--- src/rtl/regfile_wb_buffer.sv ---
// Writeback buffer in front of the register file write port.
// It queues pending writes in order and forwards the youngest pending data to operand reads.
module regfile_wb_buffer #(
   parameter int DEPTH = 4,
   parameter int AW    = 6,
   parameter int DW    = 32
) (
   input  logic                       clk,
   input  logic                       rst,
   input  logic                       in_valid,
   input  logic [AW-1:0]              in_addr,
   input  logic [DW-1:0]              in_data,
   output logic                       in_ready,
   input  logic                       flush,
   input  logic                       drain_en,
   output logic                       rf_we,
   output logic [AW-1:0]              rf_a3,
   output logic [DW-1:0]              rf_wd3,
   input  logic [AW-1:0]              fa1,
   input  logic [AW-1:0]              fa2,
   output logic                       fhit1,
   output logic                       fhit2,
   output logic [DW-1:0]              fdata1,
   output logic [DW-1:0]              fdata2,
   output logic [$clog2(DEPTH):0]     count
);
   localparam int PW = $clog2(DEPTH);
   localparam int CW = PW + 1;

   typedef struct packed {
      logic [AW-1:0] addr;
      logic [DW-1:0] data;
   } wb_ent_t;

   wb_ent_t          mem [DEPTH];
   logic [DEPTH-1:0] vld;
   logic [PW-1:0]    wp;
   logic [PW-1:0]    rp;
   logic [CW-1:0]    cnt;
   logic             push;
   logic             empty;

   assign empty    = (cnt == '0);
   assign in_ready = (cnt != CW'(DEPTH));
   assign push     = in_valid && in_ready && !flush;
   assign rf_we    = !empty && drain_en && !flush;
   assign rf_a3    = empty ? '0 : mem[rp].addr;
   assign rf_wd3   = empty ? '0 : mem[rp].data;
   assign count    = cnt;

   always_ff @(posedge clk or posedge rst) begin
      if (rst) begin
         wp  <= '0;
         rp  <= '0;
         cnt <= '0;
         vld <= '0;
      end else if (flush) begin
         wp  <= '0;
         rp  <= '0;
         cnt <= '0;
         vld <= '0;
      end else begin
         if (push) begin
            wp      <= wp + 1'b1;
            vld[wp] <= 1'b1;
         end
         if (rf_we) begin
            rp      <= rp + 1'b1;
            vld[rp] <= 1'b0;
         end
         unique case ({push, rf_we})
            2'b10:   cnt <= cnt + 1'b1;
            2'b01:   cnt <= cnt - 1'b1;
            default: cnt <= cnt;
         endcase
      end
   end

   // Payload needs no reset; valid bits gate every use of it.
   always_ff @(posedge clk) begin
      if (push) begin
         mem[wp] <= '{addr: in_addr, data: in_data};
      end
   end

   // Walk oldest to youngest so the last match is the youngest.
   always_comb begin
      logic [PW-1:0] idx;
      fhit1  = 1'b0;
      fhit2  = 1'b0;
      fdata1 = '0;
      fdata2 = '0;
      idx    = rp;
      for (int k = 0; k < DEPTH; k++) begin
         if (vld[idx] && mem[idx].addr == fa1) begin
            fhit1  = 1'b1;
            fdata1 = mem[idx].data;
         end
         if (vld[idx] && mem[idx].addr == fa2) begin
            fhit2  = 1'b1;
            fdata2 = mem[idx].data;
         end
         idx = idx + 1'b1;
      end
   end

   a_cnt_range: assert property (
      @(posedge clk) disable iff (rst) cnt <= CW'(DEPTH)
   );

endmodule

--- config.mk ---
export PLATFORM = sky130hd
export DESIGN_NAME = regfile_wb_buffer
export DESIGN_NICKNAME = d
export VERILOG_FILES = /design/src/rtl/regfile_wb_buffer.sv
export SDC_FILE = /design/constraint.sdc
export NUM_CORES = 1
export LEC_CHECK = 0
export CAP_MARGIN = 20
export CORE_MARGIN = 10
export CORE_UTILIZATION = 30
export CTS_CLUSTER_SIZE = 10
export DETAILED_ROUTE_END_ITERATION = 16
export GPL_TIMING_DRIVEN = 0
export PLACE_DENSITY_LB_ADDON = 0.2
export SLEW_MARGIN = 20
export SYNTH_ARGS = -nofsm -noshare
export SYNTH_HDL_FRONTEND = slang
export SYNTH_SLANG_ARGS = --single-unit
export TNS_END_PERCENT = 5
--- constraint.sdc ---
create_clock -name clk -period 6.27 [get_ports clk]
set_input_delay 1.254 -clock clk [delete_from_list [all_inputs] [get_ports clk]]
set_output_delay 1.254 -clock clk [all_outputs]
set_load 0.02 [all_outputs]
== Yosys cells after proc, flatten, opt, wreduce, memory -nomap -nowiden ==
Memory sizes are Yosys's and may differ from the RTL's.
Index checks and enable logic that the tools add are counted.
Storage, ports and cells
  bits in registers: 11
  RAM bits: 152
  bits of input ports: 55
  output and inout port bits: 109
  logic and storage cells: 94
  memories kept: 1
Cells by class
  add/subtract/negate cells: 6
  magnitude comparators: 7
  equal/unequal tests: 11
  multiplexer cells: 42
  bitwise logic cells: 3
  reduce and logical (&&, ||, !) cells: 20
Memories
  mem: words 4, bits a word 38, rd ports 4, clocked after Yosys merged registers in 0, write ports 1, line 35  | wb_ent_t mem [DEPTH];
Operators with widths (count)
  two-way mux 32 bit: 9
  equality test 6 bit: 8
  two-way mux 1 bit: 16
  two-way mux 4 bit: 4
  less-than comparator 2 x 3 -> 1 bit, second input constant: 5
  logical AND 1 bit: 14
  adder 2 x 1 -> 2 bit, second input constant: 4
  binary-select mux 1 bit (select 2 bit): 4
  two-way mux 2 bit: 4
  two-way mux 6 bit: 1
  one-hot mux 3 bit (2 select lines): 1
  bitwise AND 4 bit: 1
  demux 1 bit (select 2 bit): 2
  greater-or-equal comparator 2 x 1 -> 1 bit, second input constant: 2
  inverter 4 bit: 1
  OR 4 bit: 1
  nonzero test 2 bit: 2
  adder 3 x 1 -> 3 bit, second input constant: 1
  zero test 3 bit: 1
  two-way mux 3 bit: 1
  != test 3 bit, second input constant: 1
  nonzero test 3 bit: 1
  subtractor 3 x 1 -> 3 bit, second input constant: 1
  equality test 2 x 1 -> 1 bit, second input constant: 1
  2 further kinds: 3

== Depth between registers and ports, before layout ==
  word-level depth: 10
  depth in mapped cells: 18
  gate-level depth less buffers: 9

== Worst setup path before layout ==
OpenSTA, ideal clock, no wires.
  kind: register -> output
  start: register rp[1]
  end: output port fdata2[16]
  arrival time: 4315 ps
  path slack: 701 ps
  cell stages (with the launch flop): 16
  buffers on the path: 8
  cell sequence: dfrtp_1 -> clkbuf_1 -> buf_2 -> buf_1 -> clkbuf_1 -> inv_1 -> ha_1 -> buf_4 -> buf_2 -> mux4_2 -> xnor2_1 -> nand3_1 -> or4_4 -> buf_2 -> clkbuf_1 -> o221ai_1
On the way
  cells in the longest elaborated chain, start to end: 7
  elaborated cells between the ends (all ways): 24
  those cells by class: add/sub (3); eq/ne (4); mux (12); reduce/logical (4); memory (1)
Ends and longest elaborated chain
  from (decl): line 38  | logic [PW-1:0] rp;
  from (signal assigned): line 68  | rp <= rp + 1'b1;
  adder 2 x 1 -> 2 bit (tied with other cells) (3 in a row): line 103  | idx = idx + 1'b1;
  memory read (4 x 38 bit) (tied with other cells)
  equality test 6 bit (tied with other cells): line 99  | if (vld[idx] && mem[idx].addr == fa2) begin
  logical AND 1 bit or two-way mux 32 bit (tied branches): line 99
  two-way mux 32 bit (*): line 99
  to (decl): line 24  | output logic [DW-1:0] fdata2,
Mark *: on every way between the ends. The rest lies on a longest branch, timed or not. The select of a mux whose other input is x is not followed.

== Worst setup path after layout ==
  start: register rp[0]
  end: output port fdata2[15]
The elaborated chain is that of the path after synthesis.

==> results.json <==
{
  "status": "finished clean",
  "synth_compound_area_frac": 0.1410,
  "finalClockSkew_ns": 0.007299,
  "fin_nets": 1359,
  "async_reset_ff_frac": 0.06748,
  "cts.sinks": 163,
  "critPathRequiredTime_ns": 5.02,
  "yosysSeqAreaShare": 0.4035,
  "hp-class": "flip-flop to flip-flop",
  "ant_nets": 0,
  "synth_xor_area_frac": 0.03724,
  "drtIter0Drc": 977,
  "max_cap_violations": 0,
  "core.rowCount": 73,
  "cts_tree": "done",
  "synth_top_area_frac": 0.3806,
  "layoutNonFillerInstCount": 1833,
  "dieArea_um2": 48380,
  "clk_latency_ns": 0.45,
  "crit_type": "flip-flop to output pin",
  "period_minus_slack_ns": 6.224,
  "p_per_area_nw_per_um2": 343.2,
  "root_buffer": "clkbuf_16",
  "grt_usage": 0.1977,
  "syn_to_final_growth_pct": 28.00,
  "num_io_pins": 164,
  "port_buffers": 156,
  "place.gp.congestion": 0.9175,
  "netlist_area_um2": 11990,
  "rsz0062_at_grt": "yes",
  "peakVddDrop_mv": 0.2082,
  "htreeDepth": 4,
  "initial_core_util": 0.3026,
  "drive_gt1_frac": 0.2248,
  "fmax_mhz": 160.7,
  "setup_ws_ns": 0.04646,
  "critPathLaunchType": "flip-flop",
  "yosysUniqueCellTypes": 56,
  "clockBufferDepth": 2,
  "fp.dieH_um": 220.0,
  "core-area_um2": 39640,
  "synth_nets": 1160,
  "grt_pass1_vias": 10321,
  "vias": 10440,
  "cts_buffers": 17,
  "tns_ns": 0,
  "synthFlopType": "edfxtp_1",
  "synthTopCellsByCount": "152 x edfxtp_1, 151 x mux2i_1, 85 x nor2_1",
  "synth_largest_area_cell": "edfxtp_1",
  "path_clk_slew_ns": 0.06,
  "place_ws_ns": -1.982,
  "synth_top_family_by_area": "multiplexers",
  "synth_edf_count": 152,
  "syn_inst": 1096,
  "dr.pass1.iters": 7,
  "worstPathMaxFanout": 11,
  "drv_slew": 0,
  "maxSlewHeadroom": 0.3113,
  "synth_fa_ha_area_frac": 0.01001,
  "synth_most_common_cell": "edfxtp_1",
  "drc": 0,
  "end_kind": "output pin",
  "post-place-cells": 1781,
  "avgViaCountPerCell": 5.696,
  "antenna_found_initial": 1,
  "synthTopCellsByArea": "edfxtp_1 38%, mux2i_1 13%, mux4_2 9.8%",
  "tightest_slew_ns": 1.033,
  "postSynthAreaPerCell_um2": 10.94,
  "synth-simple-area-share": 0.1098,
  "setup_viol": 0,
  "grt_max_degree": 36,
  "routedWlPerCell_um": 26.62,
  "place_hpwl_um": 34690,
  "grt_pass1_wl_um": 70080,
  "diodes": 0,
  "hold_violations": 0,
  "fin_crit_sh": 0.9926,
  "holdWs_ns": 0.5844,
  "arrival_ns": 4.97,
  "ys_warn_count": 0,
  "die_w_um": 220.0,
  "p_leak_uw": 0.005056,
  "muxShareOfSynthArea": 0.2575,
  "wl_um": 48800,
  "ys_ff_latch": 163,
  "gr-total-overflow": 0
}
## routing by layer
layer,wire (µm),global-route usage,up-vias
met5,13,0,-
met4,1003,0.06026,2
met3,3837,0.04443,69
met2,22760,0.3155,566
met1,21190,0.2619,5230
li1,-,-,4573
## sequential cells by signal (all words and copies together) (netlist names)
name	cells
wp	2
vld	4
rp	2
count	3
mem	152
## logic make-up (layout without fill, tap and decap cells)
kind of cell,count (synthesis),in the layout
compound gates,263,263
simple gates,263,263
buf+inv,108,320
xor+xnor,51,51
fa+ha+maj,9,9
flops,163,163
mux,239,239
## timing repair
action / CTS / global route
pin swaps: 3 / 3
setup buffers: 9 / 13
hold buffers: 0 / 0
endpoints found under the setup margin: 66 / 66
gates resized for setup: 236 / 42
## layout by cell type (no fill, tap or decap), types with 27 or more instances in the layout
cell | Yosys | layout
o21ai_1 | 39 | 34
clkdlybuf4s50_1 | 0 | 90
nor2b_1 | 79 | 79
edfxtp_1 | 152 | 152
a21oi_1 | 84 | 84
mux2i_1 | 151 | 150
buf_4 | 6 | 30
a211oi_1 | 40 | 40
mux4_2 | 52 | 52
clkdlybuf4s15_2 | 0 | 29
nor2_1 | 85 | 82
nand2_1 | 54 | 54
a31oi_1 | 27 | 27
mux2_2 | 35 | 35
xnor2_1 | 40 | 37
buf_2 | 32 | 27
## through the flow
| stage | power [µW] | instance area (µm²) | utilization |
|---|---|---|---|
| 4_1_cts | 5239 | 15200 | 0.3835 |
| 5_1_grt | 5514 | 15350 | 0.3873 |
| 6_report | 5269 | 15350 | 0.3873 |
| 3_3_place_gp | 4128 | 14210 | 0.3585 |
| 2_1_floorplan | 3097 | 11990 | - |
| 3_5_place_dp | 4145 | 14330 | 0.3614 |
## critical path, cell delays in order, from the launching register on
cell and delay [ns]:
dfrtp_2 0.46, buf_12 0.17, buf_8 0.15, inv_1 0.18
buf_6 0.19, buf_6 0.18, clkbuf_8 0.21, ha_1 0.27
buf_8 0.17, buf_8 0.16, mux4_2 0.34, xnor2_2 0.16
nand3_2 0.15, or4_4 0.58, nand2_2 0.15, o21bai_2 0.16
buf_6 0.16, buf_12 0.12, o221ai_1 0.18, clkdlybuf4s15_1 0.34
## area by class of cell
type,count,area (µm²)
repair buffers,182,1798
multi-input cells,825,6792
well taps,525,656.9
flip-flops and latches,163,4841
plain buffers,94,650.6
inverters,12,45.04
clock buffers,21,440.4
clock inverters,11,128.9
fillers,3911,24290
## report_power, final
group,total [µW],internal (µW),switching [µW],leakage [µW]
Sequential,1340,1280,63.8,0.00153
Combinational,2880,1150,1730,0.00325
Clock,1040,590,455,0.000278
## worst paths after layout
| check | startpoint | end | slack, ns | cells past startpoint |
|---|---|---|---|---|
| max | rp[0]$_DFFE_PP0P_ | fdata2[15] | 0.05 | 19 |
| min | wp[1]$_DFFE_PP0P_ | wp[1]$_DFFE_PP0P_ | 0.58 | 2 |
| max reg2reg | rp[0]$_DFFE_PP0P_ | rp[1]$_DFFE_PP0P_ | 2.71 | 15 |
| min reg2reg | wp[1]$_DFFE_PP0P_ | wp[1]$_DFFE_PP0P_ | 0.58 | 2 |
| max in group asynchronous | rst | rp[0]$_DFFE_PP0P_ | 4.83 | 2 |
| min in group asynchronous | rst | wp[0]$_DFFE_PP0P_ | 1.11 | 2 |
(Power assumes the default switching activity.)
